## config.mk

```make
export PLATFORM = sky130hd
export DESIGN_NAME = conv_sched
export DESIGN_NICKNAME = d
export VERILOG_FILES = /design/src/rtl/conv_pkg.sv /design/src/rtl/conv_valid_pipe.sv /design/src/rtl/conv_sched.sv
export SDC_FILE = /design/constraint.sdc
export NUM_CORES = 1
export LEC_CHECK = 0
export BUFFER_PORTS_ARGS = -buffer_cell sky130_fd_sc_hd__buf_2
export CAP_MARGIN = 15
export CORE_UTILIZATION = 51
export DETAILED_ROUTE_END_ITERATION = 10
export HOLD_SLACK_MARGIN = 0.06
export PLACE_DENSITY = 0.88
export RECOVER_POWER = 25
export SYNTH_ARGS = -nofsm -noshare
export SYNTH_HDL_FRONTEND = slang
export SYNTH_SLANG_ARGS = --single-unit
```

## constraint.sdc

```tcl
create_clock -name clk -period 7.7 [get_ports clk]
set_input_delay 1.155 -clock clk [delete_from_list [all_inputs] [get_ports clk]]
set_output_delay 1.155 -clock clk [all_outputs]
set_load 0.05 [all_outputs]
```

## src/rtl/conv_pkg.sv

```systemverilog
// Shared types and defaults for the convolution beat scheduler.
package conv_pkg;

    localparam int DEF_WIDTH     = 32;
    localparam int DEF_INPUT_NUM = 4;

    typedef enum logic [1:0] {
        IDLE,
        ISSUE,
        DRAIN,
        OUTPUT
    } state_t;

    typedef logic [DEF_INPUT_NUM-1:0][DEF_WIDTH-1:0] lane_vec_t;

endpackage

```

## src/rtl/conv_valid_pipe.sv

```systemverilog
// Valid-tag delay line that shadows beats through the reduction datapath.
module conv_valid_pipe #(
    parameter int DEPTH = 2
) (
    input  logic clk,
    input  logic rst,
    input  logic in,
    output logic out
);

    logic [DEPTH-1:0] tags;

    always_ff @(posedge clk or posedge rst) begin
        if (rst) begin
            tags <= '0;
        end else begin
            tags[0] <= in;
            for (int i = 1; i < DEPTH; i++) begin
                tags[i] <= tags[i-1];
            end
        end
    end

    assign out = tags[DEPTH-1];

endmodule

```

## src/rtl/conv_sched.sv

```systemverilog
// Issues operand beats to an external reduction datapath and accumulates its lane sums.
module conv_sched
    import conv_pkg::*;
#(
    parameter int INPUT_NUM = DEF_INPUT_NUM,
    parameter int WIDTH     = DEF_WIDTH,
    parameter int LEN_W     = 16,
    parameter int DP_LAT    = 1
) (
    input  logic                       clk,
    input  logic                       rst,
    input  logic                       start,
    input  logic [LEN_W-1:0]           len,
    output logic                       busy,
    output logic                       src_req,
    output logic [LEN_W-1:0]           src_addr,
    input  logic                       src_valid,
    input  logic [INPUT_NUM*WIDTH-1:0] src_data,
    output logic [INPUT_NUM*WIDTH-1:0] dp_in,
    input  logic [WIDTH-1:0]           dp_out,
    output logic                       res_valid,
    input  logic                       res_ready,
    output logic [WIDTH-1:0]           res_data
);

    localparam logic [LEN_W-1:0] ONE = 1;

    state_t state, state_nxt;

    logic [LEN_W-1:0] len_r;
    logic [LEN_W-1:0] issued;
    logic [LEN_W-1:0] done;
    logic [WIDTH-1:0] acc;
    logic             accept;
    logic             last_accept;
    logic             tag_out;
    logic             last_done;

    assign src_req     = (state == ISSUE) && (issued < len_r);
    assign accept      = src_req && src_valid;
    assign last_accept = accept && (issued == len_r - ONE);
    assign last_done   = tag_out && (done == len_r - ONE);

    assign busy      = (state != IDLE);
    assign res_valid = (state == OUTPUT);
    assign res_data  = (state == OUTPUT) ? acc : '0;
    assign src_addr  = issued;

    // Tag enters with the accept edge and exits the cycle dp_out holds that beat's sum.
    conv_valid_pipe #(
        .DEPTH(DP_LAT + 1)
    ) u_valid_pipe (
        .clk(clk),
        .rst(rst),
        .in (accept),
        .out(tag_out)
    );

    always_ff @(posedge clk or posedge rst) begin
        if (rst) begin
            state <= IDLE;
        end else begin
            state <= state_nxt;
        end
    end

    always_comb begin
        state_nxt = state;
        unique case (state)
            IDLE: begin
                if (start) begin
                    state_nxt = (len == '0) ? OUTPUT : ISSUE;
                end
            end
            ISSUE: begin
                if (last_accept) begin
                    state_nxt = DRAIN;
                end
            end
            DRAIN: begin
                if (last_done) begin
                    state_nxt = OUTPUT;
                end
            end
            OUTPUT: begin
                if (res_ready) begin
                    state_nxt = IDLE;
                end
            end
            default: state_nxt = IDLE;
        endcase
    end

    always_ff @(posedge clk or posedge rst) begin
        if (rst) begin
            len_r  <= '0;
            issued <= '0;
            done   <= '0;
            acc    <= '0;
            dp_in  <= '0;
        end else begin
            dp_in <= accept ? src_data : '0;
            if (state == IDLE && start) begin
                len_r  <= len;
                issued <= '0;
                done   <= '0;
                acc    <= '0;
            end else begin
                if (accept) begin
                    issued <= issued + ONE;
                end
                if (tag_out) begin
                    acc  <= acc + dp_out;
                    done <= done + ONE;
                end
            end
        end
    end

endmodule

```

==> run_results.csv <==
group,metric,value,unit
worst_setup_path,max_stage_delay,1740,ps
drt,drt-pass1-iter-count,5,
floorplanning,core_region_area,21000,um^2
drt,drc,0,
clock_tree,clk_latency,510,ps
timing,skew,8.95,ps
clock_tree,cts_tree,"built",
synthesis,synth_most_common_cell,"dfrtp_1",
synthesis,yosysSeqAreaShare,48.8,%
worst_setup_path,cp-start-kind,"register",
final_layout,nets,1647,
placed_design,io_buffer_count,359,
final_layout,multi_input_area,5230,um^2
placed_design,dp.cells,1660,
run,maxCapViolCount,1,
drt,drt_wl_total,32800,um
worst_setup_path,cp.arrival,4630,ps
worst_setup_path,cp_slowest_cell,"clkbuf_1",
timing,setup_slack,3420,ps
drt,vias_per_cell,5.63,
grt,grt_pass1_vias,9333,
grt,use_met3,11.1,%
drt,vias,9595,
final_layout,layout.cells.non_filler,1704,
timing,clock.fmax,234,MHz
timing,tightest_slew,2480,ps
pwr,cellPowerDensity,365,nW/um^2
synthesis,syn_inst,1082,
timing,finalSetupViolations,0,
grt,busiest_layer,"met2",
floorplanning,floorplan.initialDensity,51.9,%
synthesis,yosysTopAreaCellShare,48.8,%
timing,final_hold_viol_count,0,
floorplanning,ios,360,
outcome,violations,"max-capacitance violations, max-slew violations",
synthesis,synthArstFlopShare,100,%
clock_tree,cts.reportedPaths.clkPinSlew,60,ps
drt,drt_iter0_markers,801,
synthesis,synth_common_cells,"dfrtp_1 (212), and3_1 (137), nor2_1 (76)",
clock_tree,numClockSinks,212,
synthesis,syn_area_per_cell,10.1,um^2
timing,timing.final.crit_share,55.5,%
timing,fin_tns_setup,0,ps
drt,wl_per_cell,19.3,um
timing,max_slew_margin,-65.3,%
timing,min_period,4280,ps
worst_setup_path,path_cells,"clkbuf_1 > inv_1 > nor4_1 > a22o_1 > o21ai_0 > nor3b_1",
worst_setup_path,critPathRequiredTime,8050,ps
grt,antenna_found_initial,4,
placed_design,preCtsSetupSlack,3690,ps
floorplanning,die-area,21900,um^2
drt,postRouteAntennaNets,0,
clock_tree,postCtsSetupBuffers,0,
outcome,status,"finished, violations left",
clock_tree,cts.htree.levels,1,
synthesis,synth-warning-count,0,
worst_setup_path,crit_type,"reg -> reg",
placed_design,gp_congestion,0.914,
grt,grt_max_degree,135,
synthesis,ys.flop_type,"dfrtp_1",
synthesis,synth_edf_count,0,
grt,grt.total_usage,29.6,%
clock_tree,cts_buffer_depth,3,
worst_setup_path,crit_fanout,44,
synthesis,synth_area_leaders,"dfrtp_1 (49%), and3_1 (7.9%), ha_1 (6.3%)",
floorplanning,die_h,148,um
clock_tree,hold_buffers,0,
pwr,ir_worst_vdd,247,uV
synthesis,synthesis.area,10900,um^2
grt,grt_use_met2,47.1,%
grt,gr-total-overflow,0,
pwr,finalPower,4.99,mW
final_layout,syn_to_final_growth,25.5,%
synthesis,synth_cell_types,62,
floorplanning,fp-row-count,53,
final_layout,ff_latch_area,5310,um^2
timing,drv_slew,45,
synthesis,syn-num-nets,1319,
clock_tree,cts_resized,0,
clock_tree,root_buffer,"clkbuf_16",
synthesis,synth_area_leader_cell,"dfrtp_1",
clock_tree,cts_buffers,23,
floorplanning,die_w,148,um
timing,rsz0062_at_grt,"false",
worst_setup_path,end_kind,"register",
pwr,leakage,7.54,nW
grt,grt_pass1_wl,50200,um
synthesis,ys_ff_latch,212,
final_layout,drive_above_1_share,28.8,%
placed_design,hpwl,23700,um
min_path,min_path_type,"reg -> reg",
grt,globalRouteMet1Util,37.5,%
final_layout,fillers,1671,
-- logic make-up (layout without fill, tap and decap cells) --
kind of cell | count (synthesis) | count (layout) | share of synthesized area (%)
AO/OA/AOI/OAI | 163 | 163 | 9.54
buffers and inverters | 97 | 441 | 3.35
XOR/XNOR | 88 | 88 | 7.59
other | 0 | 3 | 0
adder cells (fa/ha/maj) | 56 | 56 | 6.51
multiplexers | 19 | 19 | 1.75
AND/OR/NAND/NOR | 447 | 447 | 22.5
flip-flops | 212 | 212 | 48.8
-- through the flow --
step	hold slack [ps]	util [%]	cell area, um^2
3_5_place_dp	336	61.3	12900
3_3_place_gp	334	61.3	12900
6_report	348	65.1	13700
2_1_floorplan	331	-	10900
4_1_cts	350	65.1	13600
5_1_grt	363	65.1	13700
-- area by class of cell --
type,instances,share of cell area (%)
timing repair buffer,364,13.4
multi-input combinational,773,38.3
inverter,36,1.04
sequential,212,38.9
tap,275,2.52
antenna,3,0.0550
clock inverter,10,1.16
clock buffer,31,4.66
-- sequential cells by signal, indices dropped and copies added, names as in the netlist --
signal             cells
dp_in                128
acc                   32
done                  16
len_r                 16
src_addr              16
state                  2
u_valid_pipe.tags      2
-- placed cells by master, fill, tap and decap left out, types with 4 or more instances in the layout --
cell type	Yosys	routed
a211oi_1	4	4
a21boi_0	5	5
a21o_1	10	10
a21oi_1	45	45
a31oi_1	8	8
and2_1	35	34
and3_1	137	137
and4_1	5	5
buf_2	0	358
buf_4	0	4
bufinv_16	0	4
clkbuf_1	54	7
clkbuf_16	0	23
dfrtp_1	212	212
ha_1	55	55
inv_1	36	35
mux2i_1	19	19
nand2_1	65	65
nand2b_1	9	9
nand3_1	25	25
nand4_1	17	17
nand4b_1	4	4
nor2_1	76	76
nor2b_1	9	9
nor3_1	19	19
nor3b_1	7	7
nor4_1	20	20
o211ai_1	7	7
o21a_1	7	7
o21ai_0	43	43
or3_1	7	7
xnor2_1	54	54
xnor3_1	4	4
xor2_1	30	30
-- final timing paths --
kind | startpoint | to | slack, ps | cells after the start
worst max-delay path | u_valid_pipe.tags[1] | acc[31] | 3420 | 6
worst min-delay path | u_valid_pipe.tags[0] | u_valid_pipe.tags[1] | 350 | 0
worst max register to register | u_valid_pipe.tags[1] | acc[31] | 3420 | 6
worst min register to register | u_valid_pipe.tags[0] | u_valid_pipe.tags[1] | 350 | 0
max in group asynchronous | rst | dp_in[120] | 5310 | 3
min in group asynchronous | rst | dp_in[37] | 860 | 2
-- critical path: cells and delay by family, from the launching register on --
family	cells	cell delay [ps]
AOI/OAI and AO/OA	2	290
buffers and inverters	2	2850
DFF	1	320
and+or+nand+nor	2	630
-- routing by layer --
layer	vias up	share of wire, %	wire length, um
met5	-	0.040	13
met4	2	2.3	748
met3	53	11	3660
met2	412	46	15200
met1	4657	40	13200
li1	4471	-	-
-- power by group --
| group | internal, mW | switching, mW | total [mW] |
|---|---|---|---|
| clock | 0.713 | 0.455 | 1.17 |
| combinational | 0.765 | 1.52 | 2.28 |
| sequential | 1.35 | 0.186 | 1.54 |
| total | 2.83 | 2.16 | 4.99 |
(Power assumes the default switching activity.)
